[src/rtl/arbitro_breg.sv]
// rtl/arbitro_breg.sv - round-robin write-port arbiter and RAW/WAW scoreboard for the register file
// Optional write-to-read forwarding is enabled by defining BREG_BYPASS_EN.
module arbitro_breg #(
  parameter int ANCHO = 32
) (
  input  logic             clk,
  input  logic             rst,
  input  logic             req0_val,
  input  logic [4:0]       req0_dir,
  input  logic [ANCHO-1:0] req0_dato,
  output logic             req0_listo,
  input  logic             req1_val,
  input  logic [4:0]       req1_dir,
  input  logic [ANCHO-1:0] req1_dato,
  output logic             req1_listo,
  input  logic             reserva,
  input  logic [4:0]       dirreserva,
  input  logic [4:0]       dirlec1,
  input  logic [4:0]       dirlec2,
  output logic [ANCHO-1:0] datolec1,
  output logic [ANCHO-1:0] datolec2,
  output logic             espera,
  output logic [4:0]       diresc,
  output logic [ANCHO-1:0] datoesc,
  output logic             enesc,
  output logic [4:0]       dirlec1_b,
  output logic [4:0]       dirlec2_b,
  input  logic [ANCHO-1:0] datolec1_b,
  input  logic [ANCHO-1:0] datolec2_b,
  output logic [31:0]      ocupado
);

  logic             r_ultimo;
  logic             r_enesc;
  logic [4:0]       r_diresc;
  logic [ANCHO-1:0] r_datoesc;
  logic [31:0]      r_ocupado;

  logic             w_gnt0;
  logic             w_gnt1;
  logic             w_xfer;
  logic [4:0]       w_dir_sel;
  logic [ANCHO-1:0] w_dato_sel;
  logic [31:0]      w_ocupado_nxt;
  logic             w_byp1;
  logic             w_byp2;

  // r_ultimo = 1 means req1 was granted last, so req0 wins the next tie.
  assign w_gnt0     = !rst && req0_val && (!req1_val || r_ultimo);
  assign w_gnt1     = !rst && req1_val && (!req0_val || !r_ultimo);
  assign w_xfer     = w_gnt0 || w_gnt1;
  assign w_dir_sel  = w_gnt0 ? req0_dir  : req1_dir;
  assign w_dato_sel = w_gnt0 ? req0_dato : req1_dato;

  assign req0_listo = w_gnt0;
  assign req1_listo = w_gnt1;

  always_comb begin
    w_ocupado_nxt = r_ocupado;
    if (r_enesc) begin
      w_ocupado_nxt[r_diresc] = 1'b0;
    end
    // Applied after the clear so a fresh reservation of the same register survives.
    if (reserva && (dirreserva != 5'd0)) begin
      w_ocupado_nxt[dirreserva] = 1'b1;
    end
    w_ocupado_nxt[0] = 1'b0;
  end

  always_ff @(posedge clk) begin
    if (rst) begin
      r_ultimo  <= 1'b1;
      r_enesc   <= 1'b0;
      r_diresc  <= 5'd0;
      r_datoesc <= '0;
      r_ocupado <= 32'd0;
    end else begin
      if (w_xfer) begin
        r_ultimo  <= w_gnt1;
        r_diresc  <= w_dir_sel;
        r_datoesc <= w_dato_sel;
        r_enesc   <= (w_dir_sel != 5'd0);
      end else begin
        r_enesc   <= 1'b0;
      end
      r_ocupado <= w_ocupado_nxt;
    end
  end

`ifdef BREG_BYPASS_EN
  assign w_byp1 = r_enesc && (dirlec1 == r_diresc) && (r_diresc != 5'd0);
  assign w_byp2 = r_enesc && (dirlec2 == r_diresc) && (r_diresc != 5'd0);
`else
  assign w_byp1 = 1'b0;
  assign w_byp2 = 1'b0;
`endif

  // The WAW term uses the raw busy bit: forwarding only helps readers.
  assign espera = (r_ocupado[dirlec1] && !w_byp1) ||
                  (r_ocupado[dirlec2] && !w_byp2) ||
                  (reserva && r_ocupado[dirreserva]);

  assign datolec1  = w_byp1 ? r_datoesc : datolec1_b;
  assign datolec2  = w_byp2 ? r_datoesc : datolec2_b;
  assign dirlec1_b = dirlec1;
  assign dirlec2_b = dirlec2;

  assign enesc   = r_enesc;
  assign diresc  = r_diresc;
  assign datoesc = r_datoesc;
  assign ocupado = r_ocupado;

endmodule
[config.mk]
export PLATFORM = sky130hd
export DESIGN_NAME = arbitro_breg
export DESIGN_NICKNAME = d
export VERILOG_FILES = /design/src/rtl/arbitro_breg.sv
export SDC_FILE = /design/constraint.sdc
export NUM_CORES = 1
export LEC_CHECK = 0
export BUFFER_PORTS_ARGS = -buffer_cell sky130_fd_sc_hd__buf_2
export CAP_MARGIN = 20
export CORE_MARGIN = 10
export CORE_UTILIZATION = 43
export CTS_BUF_LIST = sky130_fd_sc_hd__clkbuf_4 sky130_fd_sc_hd__clkbuf_8
export CTS_CLUSTER_DIAMETER = 30
export DETAILED_ROUTE_END_ITERATION = 6
export PLACE_DENSITY = 0.81
export SETUP_SLACK_MARGIN = 0.5
export SLEW_MARGIN = 10
export SYNTH_ARGS = -nofsm -noshare
export SYNTH_HDL_FRONTEND = slang
export SYNTH_SLANG_ARGS = --single-unit
export TNS_END_PERCENT = 20
[constraint.sdc]
create_clock -name clk -period 2 [get_ports clk]
set_input_delay 0.3 -clock clk [delete_from_list [all_inputs] [get_ports clk]]
set_output_delay 0.3 -clock clk [all_outputs]
set_load 0.02 [all_outputs]
==> reports/metrics.yaml <==
final_layout:
  layout_common_cells: "buf_2 (171), dfxtp_1 (64), nand2_1 (50)"
  multi_input_area_mm2: 0.00238
  areaGrowthSynthToFinish_pct: 31.1
  fin_nets: 786
  final_common_cell: "buf_2"
  drive_gt1_share_pct: 53.6
  fill_cells: 824
  seqCellArea_mm2: 0.00141
  final_cell_area_mm2: 0.00559
route:
  routed_wl_um: 16800
  drc: 0
  drtIter0Drc: 386
  viasPerCell: 5.87
  ant_nets: 0
  drtPass1Iterations: 7
  routed-via-count: 4499
  routedWlPerCell_um: 21.9
clock_network:
  clk_pin_slew_worst_paths_ps: 80
  clock_path_buffers: 2
  root_buffer: "clkbuf_8"
  clk-insertion-delay-late_ps: 340
  clock_sinks: 70
  numCtsBuffers: 9
  tritoncts: "built"
  cts_hold_buf: 0
  h-tree-depth: 3
grt:
  antenna_found_initial: 1
  grt_usage_pct: 20.7
  grt_pass1_vias: 4553
  overflow: 0
  grt_max_degree: 55
  grt_pass1_wl_um: 24300
sta:
  finalSetupViolCount: 1
  setup_tns_ps: -374
  rsz0062_at_grt: "true"
  fin_crit_ps: 2370
  slew_violations: 0
  fin_skew_ps: 10.4
  worst_slew_pin_slew_ps: 695
  fin_crit_sh_pct: 119
  hold_viol_final: 0
  holdWs_ps: 224
  max_freq_ghz: 0.421
  setup_slack_ps: -374
  relSlewSlack_pct: 53.6
synthesis:
  ys_seq_area_share_pct: 32.9
  synth_flop_cell: "dfxtp_1"
  yosysUniqueCellTypes: 45
  synth_top_area_cell: "dfxtp_1"
  synth_area_leaders: "dfxtp_1 (33%), buf_4 (13%), a21oi_1 (7.6%)"
  async_flop_share_pct: 0
  postSynthAreaPerCell_um2: 8.53
  syn_inst: 500
  syn-cell-area_mm2: 0.00427
  ys_warn_count: 0
  synth_top_area_share_pct: 32.9
  synth.net_count: 658
  synth_edf_count: 0
  ys_ff_latch: 70
setup_path:
  cp.arrival_ps: 2070
  critPathKind: "flop to output port"
  cp.required_ps: 1700
  end_kind: "output port"
  startpoint_type: "flop"
  crit_fanout: 4
place:
  dp_hpwl_um: 12500
  routabilityCongestion: 0.958
  io_buffers: 175
  placed_cell_area_mm2: 0.00491
run:
  max_cap_viol_count: 0
die:
  rows: 36
  pin_count: 305
  initial_core_util_pct: 43.8
  core_region_area_mm2: 0.00973
  die-area_mm2: 0.0143
  die_y_um: 120
  die_w_um: 120
outcome:
  status: "finished with violations"
  violations: "negative setup slack"
power_and_ir_drop:
  ir_worst_vdd_v: 0.000557
  finalPower_uw: 3610
  leakagePower_uw: 0.00249
  powerDensity_mw_per_mm2: 646
hold_path:
  hp-class: "primary input to flop"
[cell usage after synthesis, types with 5 or more instances]
cell type / n
nand3_1: 6
clkbuf_1: 23
nor2_1: 12
a21oi_1: 65
mux2_2: 5
dfxtp_1: 70
nand3b_1: 7
buf_4: 76
mux4_2: 14
nor3b_1: 5
buf_2: 9
a211oi_1: 5
nand2_1: 74
mux2i_1: 13
o21ai_0: 34
a22oi_1: 32
[layer usage]
layer	part of all wire (%)	global-route usage [%]	vias up
met5	0	0	-
met2	49	35.6	324
li1	-	-	1980
met1	34	21.1	2135
met3	14	9.38	60
met4	3.5	10.0	0
[path summary, 6_finish.rpt]
check	start	to	slack, ps	cells after the start
setup reg to reg	r_ultimo$_SDFFE_PP1P_	datoesc[18]$_SDFFE_PP0P_	390	8
setup / recovery	ocupado[27]$_SDFF_PP0_	espera	-370	7
hold reg to reg	datoesc[17]$_SDFFE_PP0P_	datoesc[17]$_SDFFE_PP0P_	460	2
hold / removal	req1_dir[4]	enesc$_SDFF_PP0_	220	3
[cells by family (layout without fill, tap and decap cells)]
kind of cell,count (synthesis),count (layout),share of synthesized area [%]
buffers and inverters,115,248,17.6
and+or+nand+nor,129,129,14.5
AOI/OAI and AO/OA,149,149,21.0
other,1,2,0.0879
DFF,70,70,32.9
muxes,36,36,14.0
[power breakdown]
part / switching [µW] / internal [µW]
sequential: 64.0 / 1460
clock: 577 / 725
combinational: 453 / 337
[critical path, stage by stage, from the launching register on]
cell and delay (ps):
dfxtp_2 350, buf_4 140, mux4_2 490, nand4b_1 120
nand4_1 90, a311oi_1 220, nand4_1 130, buf_4 180
[stage by stage]
stage	utilization [%]	instances	setup slack (ps)
after floorplan	-	500	18.9
after global placement	50.5	742	-240
after detailed placement	50.5	742	-274
after CTS	54.0	762	-376
after global routing	57.5	767	-472
final	57.5	767	-374
[what timing repair did]
item / CTS / global route
resized for setup: 23 / 73
cloned: 1 / 2
endpoints found under the setup margin: 35 / 38
pin swaps: 5 / 41
buffers inserted: 3 / 2
[state kept, by name, summed over array words and instances, names as in the netlist]
signal / count
r_ultimo: 1
datoesc: 32
ocupado: 31
enesc: 1
diresc: 5
[cell type report]
| class | count | area share (%) |
|---|---|---|
| Tap cell | 133 | 2.98 |
| Multi-Input combinational cell | 315 | 42.5 |
| Sequential cell | 70 | 25.2 |
| Clock inverter | 6 | 1.68 |
| Antenna cell | 1 | 0.0447 |
| Inverter | 3 | 0.224 |
| Clock buffer | 10 | 2.35 |
| Timing Repair Buffer | 229 | 25.0 |
No activity file was read; power rests on OpenSTA's default activity.
